`config.mk`:
```
export PLATFORM = sky130hd
export DESIGN_NAME = uart_prog_loader
export DESIGN_NICKNAME = d
export VERILOG_FILES = /design/src/rtl/uart_prog_loader.sv
export SDC_FILE = /design/constraint.sdc
export NUM_CORES = 1
export LEC_CHECK = 0
export CAP_MARGIN = 20
export CELL_PAD_IN_SITES_DETAIL_PLACEMENT = 1
export CELL_PAD_IN_SITES_GLOBAL_PLACEMENT = 2
export CORE_ASPECT_RATIO = 2
export CORE_UTILIZATION = 32
export DETAILED_ROUTE_END_ITERATION = 6
export PLACE_DENSITY_LB_ADDON = 0.1
export SYNTH_ARGS = -nofsm -noshare
export SYNTH_HDL_FRONTEND = slang
export SYNTH_SLANG_ARGS = --single-unit
```
`constraint.sdc`:
```
create_clock -name clock -period 3.4 [get_ports clock]
set_clock_uncertainty 0.2 [all_clocks]
set_input_delay 0.34 -clock clock [delete_from_list [all_inputs] [get_ports clock]]
set_output_delay 0.34 -clock clock [all_outputs]
set_load 0.05 [all_outputs]
```
`src/rtl/uart_prog_loader.sv`:
```
// Framed UART program loader: parses A5|seg|cnt|words|csum into 32-bit UPG writes
// for the instruction ROM (seg 0) and data RAM (seg 1).
module uart_prog_loader #(
    parameter int unsigned TIMEOUT_CYCLES = 1000000,
    parameter int unsigned MAX_WORDS      = 16384
) (
    input  logic        clock,
    input  logic        reset,
    input  logic        rx_valid,
    input  logic [7:0]  rx_data,
    output logic        upg_rst_o,
    output logic        upg_wen_o,
    output logic [14:0] upg_adr_o,
    output logic [31:0] upg_dat_o,
    output logic        upg_done_o,
    output logic        busy_o,
    output logic [1:0]  err_o,
    output logic [14:0] wr_count_o
);

    localparam int unsigned TW = $clog2(TIMEOUT_CYCLES + 1);
    localparam logic [TW-1:0] TMO_LAST = TW'(TIMEOUT_CYCLES - 1);
    localparam logic [16:0] MAXW = 17'(MAX_WORDS);
    localparam logic [7:0] SYNC = 8'hA5;

    typedef enum logic [2:0] {
        S_IDLE, S_SEG, S_CNT_LO, S_CNT_HI, S_DATA, S_CSUM, S_DONE
    } state_t;

    typedef enum logic [1:0] {
        ERR_NONE    = 2'b00,
        ERR_TIMEOUT = 2'b01,
        ERR_FRAME   = 2'b10,
        ERR_CSUM    = 2'b11
    } err_t;

    state_t        r_state, w_state;
    logic          r_seg, w_seg;
    logic [15:0]   r_cnt, w_cnt;
    logic [1:0]    r_lane, w_lane;
    logic [23:0]   r_word, w_word;
    logic [7:0]    r_csum, w_csum;
    logic [TW-1:0] r_tmo, w_tmo;
    logic          r_wen, w_wen;
    logic [14:0]   r_adr, w_adr;
    logic [31:0]   r_dat, w_dat;
    logic          r_rst, w_rst;
    logic          r_done, w_done;
    err_t          r_err, w_err;
    logic [14:0]   r_wr_count, w_wr_count;

    logic          w_active;
    logic          w_fail;
    err_t          w_fail_code;
    logic [15:0]   w_cnt_full;
    logic [14:0]   w_wr_inc;

    assign w_active = (r_state != S_IDLE) && (r_state != S_DONE);
    assign w_wr_inc = r_wr_count + 15'd1;

    always_ff @(posedge clock) begin
        if (reset) begin
            r_state    <= S_IDLE;
            r_seg      <= 1'b0;
            r_cnt      <= '0;
            r_lane     <= '0;
            r_word     <= '0;
            r_csum     <= '0;
            r_tmo      <= '0;
            r_wen      <= 1'b0;
            r_adr      <= '0;
            r_dat      <= '0;
            r_rst      <= 1'b1;
            r_done     <= 1'b0;
            r_err      <= ERR_NONE;
            r_wr_count <= '0;
        end else begin
            r_state    <= w_state;
            r_seg      <= w_seg;
            r_cnt      <= w_cnt;
            r_lane     <= w_lane;
            r_word     <= w_word;
            r_csum     <= w_csum;
            r_tmo      <= w_tmo;
            r_wen      <= w_wen;
            r_adr      <= w_adr;
            r_dat      <= w_dat;
            r_rst      <= w_rst;
            r_done     <= w_done;
            r_err      <= w_err;
            r_wr_count <= w_wr_count;
        end
    end

    always_comb begin
        w_state     = r_state;
        w_seg       = r_seg;
        w_cnt       = r_cnt;
        w_lane      = r_lane;
        w_word      = r_word;
        w_csum      = r_csum;
        w_wen       = 1'b0;
        w_adr       = r_adr;
        w_dat       = r_dat;
        w_rst       = r_rst;
        w_done      = r_done;
        w_err       = r_err;
        w_wr_count  = r_wr_count;
        w_fail      = 1'b0;
        w_fail_code = ERR_NONE;
        w_cnt_full  = {rx_data, r_cnt[7:0]};

        if (!w_active || rx_valid)
            w_tmo = '0;
        else
            w_tmo = r_tmo + TW'(1);

        case (r_state)
            S_IDLE, S_DONE: begin
                if (rx_valid && rx_data == SYNC) begin
                    w_state    = S_SEG;
                    w_rst      = 1'b0;
                    w_done     = 1'b0;
                    w_err      = ERR_NONE;
                    w_wr_count = '0;
                    w_csum     = '0;
                end
            end
            S_SEG: begin
                if (rx_valid) begin
                    w_csum = r_csum ^ rx_data;
                    if (rx_data <= 8'd1) begin
                        w_seg   = rx_data[0];
                        w_state = S_CNT_LO;
                    end else begin
                        w_fail      = 1'b1;
                        w_fail_code = ERR_FRAME;
                    end
                end
            end
            S_CNT_LO: begin
                if (rx_valid) begin
                    w_csum       = r_csum ^ rx_data;
                    w_cnt[7:0]   = rx_data;
                    w_state      = S_CNT_HI;
                end
            end
            S_CNT_HI: begin
                if (rx_valid) begin
                    w_csum = r_csum ^ rx_data;
                    w_cnt  = w_cnt_full;
                    w_lane = '0;
                    if ({1'b0, w_cnt_full} > MAXW) begin
                        w_fail      = 1'b1;
                        w_fail_code = ERR_FRAME;
                    end else if (w_cnt_full == 16'd0) begin
                        w_state = S_CSUM;
                    end else begin
                        w_state = S_DATA;
                    end
                end
            end
            S_DATA: begin
                if (rx_valid) begin
                    w_csum = r_csum ^ rx_data;
                    case (r_lane)
                        2'd0: w_word[7:0]   = rx_data;
                        2'd1: w_word[15:8]  = rx_data;
                        2'd2: w_word[23:16] = rx_data;
                        default: begin
                            // Strobe is registered, so it appears the cycle after the 4th byte
                            w_wen      = 1'b1;
                            w_adr      = {r_seg, r_wr_count[13:0]};
                            w_dat      = {rx_data, r_word};
                            w_wr_count = w_wr_inc;
                            if ({1'b0, w_wr_inc} == r_cnt)
                                w_state = S_CSUM;
                        end
                    endcase
                    w_lane = r_lane + 2'd1;
                end
            end
            S_CSUM: begin
                if (rx_valid) begin
                    if (rx_data == r_csum) begin
                        w_state = S_DONE;
                        w_done  = 1'b1;
                    end else begin
                        w_fail      = 1'b1;
                        w_fail_code = ERR_CSUM;
                    end
                end
            end
            default: w_state = S_IDLE;
        endcase

        // Timeout only fires on byte-less cycles, so it never collides with a byte error
        if (w_active && !rx_valid && r_tmo == TMO_LAST) begin
            w_fail      = 1'b1;
            w_fail_code = ERR_TIMEOUT;
        end

        if (w_fail) begin
            w_state = S_IDLE;
            w_err   = w_fail_code;
            w_rst   = 1'b1;
            w_done  = 1'b0;
            w_tmo   = '0;
        end
    end

    assign upg_rst_o  = r_rst;
    assign upg_wen_o  = r_wen;
    assign upg_adr_o  = r_adr;
    assign upg_dat_o  = r_dat;
    assign upg_done_o = r_done;
    assign busy_o     = w_active;
    assign err_o      = r_err;
    assign wr_count_o = r_wr_count;

endmodule

```
==> out/qor.txt, run 1 <==
status - finished, final reports clean
top-count cell post-synth - nand2_1
routed wire length per instance - 17.2 um
Ys Warns - 0
Area growth, synth to finish - 26.5%
Worst Hold Path EP - upg_adr_o[6]$_SDFFE_PP0P_
Area contributors post-synth - dfxtp_1, nand2_1, a21oi_1
Hold Fails Final Rpt - 0
worst r2r src - wr_count_o[1]$_SDFFE_PP0P_
largest net degree at the start of global routing - 68
RSZ-0062 raised after global routing - false
number of global-route vias before repair - 6167
Final WS setup - 359 ps
hold path depth - 2
post-synth cell types - 57
Register Area - 2820 um^2
final wirelength - 19.5 mm
grt ovf - 0
width of the die - 101 um
CTS tree - built
Global Route Usage Sum - 20.5%
gpl congestion - 0.851
CP Capture Type - primary output
die area - 20200 um^2
DR vias/cell - 5.12
Pwr Density - 540 nW/um^2
DRC - 0
async set-reset flop share out of synthesis - 0%
layout cells sized above 1 - 7.64%
Final Critical Period - 3040 ps
Root Driver - clkbuf_16
number of enable flip-flop cells after synthesis - 0
Hold Path Origin - upg_adr_o[6]$_SDFFE_PP0P_
flops & latches, synth - 141
Fillers - 2361
Ports - 79
Top FF cell, synth - dfxtp_1
htree depth - 4
final setup TNS - 0 ps
Leak - 0.00256 uW
max-cap violations - 0
critical path class - reg -> out
Cell Area, Synth - 6280 um^2
sequential fraction of the synthesis area - 45.0%
Clock Sinks - 141
initial core utilization - 32.6%
r2r endpoint - r_state[0]$_SDFFE_PP0P_
clk buf depth - 2
ANT cells - 0
dpl hpwl - 14.1 mm
drt pass-1 iters - 7
Commonest cells post-synth - nand2_1, dfxtp_1, a21oi_1
r2r worst-path depth - 8
Mapped Avg Cell Area - 7.84 um^2
worst path arrival time - 2500 ps
slew margin rel. - 50.6%
first-pass GRT wire length - 31.9 mm
clk_lat worst skew - 430 ps
initial antenna violation count - 0
Synth Net Count - 819
worst path required time - 2860 ps
cells after synthesis - 801
clock slew seen by the registers of the worst setup and hold paths - 60 ps
routed via count - 5812
TritonCTS buffer count - 17
CTS Hold Bufs - 0
Die Y-Extent - 200 um
fin crit share - 89.4%
Synth top area share - 45.0%
Post-CTS Repair Setup Buffers - 0
Core ar. - 19300 um^2
Critical Path Start - r_state[2]$_SDFFE_PP0P_
worst slew pin tran - 741 ps
# setup viols final - 0
Worst Setup Start Kind - flip-flop
post-synth top area cell - dfxtp_1
fmax - 329 MHz
ANT nets after route - 0
DP Worst Slack - 238 ps
flop-to-flop setup slack - 440 ps
critical path fanouts, max - 17
post-CTS sizing - 0
Nets - 882
area of the multi-input gates - 3180 um^2
worst vdd ir - 0.294 mV
pins over their slew limit - 0
Port Buf Inserts - 78
Tightest Hold Check Type - reg -> reg
initial DRC count - 132
Site Rows - 72
placed cells by master (no fill, tap or decap), drive strengths merged, types with 10 or more instances in the layout:
cell / Yosys / routed
nor3: 13 / 13
nand3: 44 / 44
clkbuf: 50 / 21
inv: 10 / 10
nor2: 50 / 50
nand3b: 12 / 12
clkdlybuf4s50: 0 / 77
nand2: 191 / 191
dfxtp: 141 / 141
o21ai: 21 / 21
buf: 6 / 23
xnor2: 29 / 29
xor2: 18 / 18
a21oi: 122 / 122
metrics by stage:
step / area, um^2 / hold slack (ps) / std cells / util, % / total power, uW
2_1_floorplan: 6280 / 230 / 801 / - / 2190
3_3_place_gp: 7320 / 240 / 1104 / 38.0 / 2360
3_5_place_dp: 7320 / 247 / 1104 / 38.0 / 2370
4_1_cts: 7940 / 256 / 1136 / 41.2 / 4350
5_1_grt: 7940 / 274 / 1136 / 41.2 / 4460
6_report: 7940 / 252 / 1136 / 41.2 / 4280
cell type report:
| class | instances | share of cell area, % |
|---|---|---|
| clock buffer | 21 | 6.05 |
| clock inverter | 11 | 1.75 |
| inverter | 10 | 0.473 |
| multi-input combinational | 594 | 40.1 |
| sequential | 141 | 35.5 |
| tap | 259 | 4.08 |
| timing repair buffer | 100 | 12.0 |
registers in the layout, indices dropped and copies added, names as in the netlist, 2 cells and up:
signal and count:
r_lane 2, wr_count_o 15, err_o 2, r_cnt 16, r_state 3, r_csum 8, upg_adr_o 15, r_word 24
r_tmo 20, upg_dat_o 32
how the worst max path moves through the flow:
stage	endpoint	slack [ps]	depth (start not counted)
after global routing	busy_o	190	4
after floorplan	r_state[0]$_SDFFE_PP0P_	390	8
after detailed placement	r_tmo[4]$_SDFF_PP0_	240	8
final	busy_o	360	4
after global placement	r_tmo[5]$_SDFF_PP0_	420	8
after CTS	busy_o	360	4
worst max-delay path: stages (launching register included):
cell	delay [ps]
dfxtp_1	710
nor2b_1	230
nor3_1	260
inv_1	140
clkdlybuf4s50_1	730
routing by layer:
metal  global-route usage (%)  wire length, um  up-vias  share of wire (%)
met1                     20.9             7580     2828                 39
li1                         -                -     2851                  -
met5                        0                0        -                  0
met2                     39.4            10900       95                 56
met3                     3.97              444       38                2.3
met4                     9.66              608        0                3.1
power breakdown:
part	leakage (uW)	internal [uW]	switching [uW]
clock network	0.000305	1230	723
logic	0.00112	201	368
registers	0.00114	1700	68.2
total	0.00256	3120	1160
logic make-up after synthesis:
family,count (synthesis),share of synthesized area [%]
AND/OR/NAND/NOR,363,26.7
flip-flops,141,45.0
adder cells (fa/ha/maj),7,1.40
AO/OA/AOI/OAI,175,15.6
buffers and inverters,66,4.41
XOR/XNOR,47,6.56
multiplexers,2,0.319
(Power assumes the default switching activity.)
==> run 2, diff against run 1 <==
--- a/config.mk
+++ b/config.mk
@@ -10,8 +10,11 @@
 export CELL_PAD_IN_SITES_GLOBAL_PLACEMENT = 2
 export CORE_ASPECT_RATIO = 2
 export CORE_UTILIZATION = 32
+export CTS_CLUSTER_SIZE = 16
 export DETAILED_ROUTE_END_ITERATION = 6
+export GPL_ROUTABILITY_DRIVEN = 0
 export PLACE_DENSITY_LB_ADDON = 0.1
+export SLEW_MARGIN = 20
 export SYNTH_ARGS = -nofsm -noshare
 export SYNTH_HDL_FRONTEND = slang
 export SYNTH_SLANG_ARGS = --single-unit
==> results of run 2 <==
Final layout, timing and power as in run 1 (identical DEF).
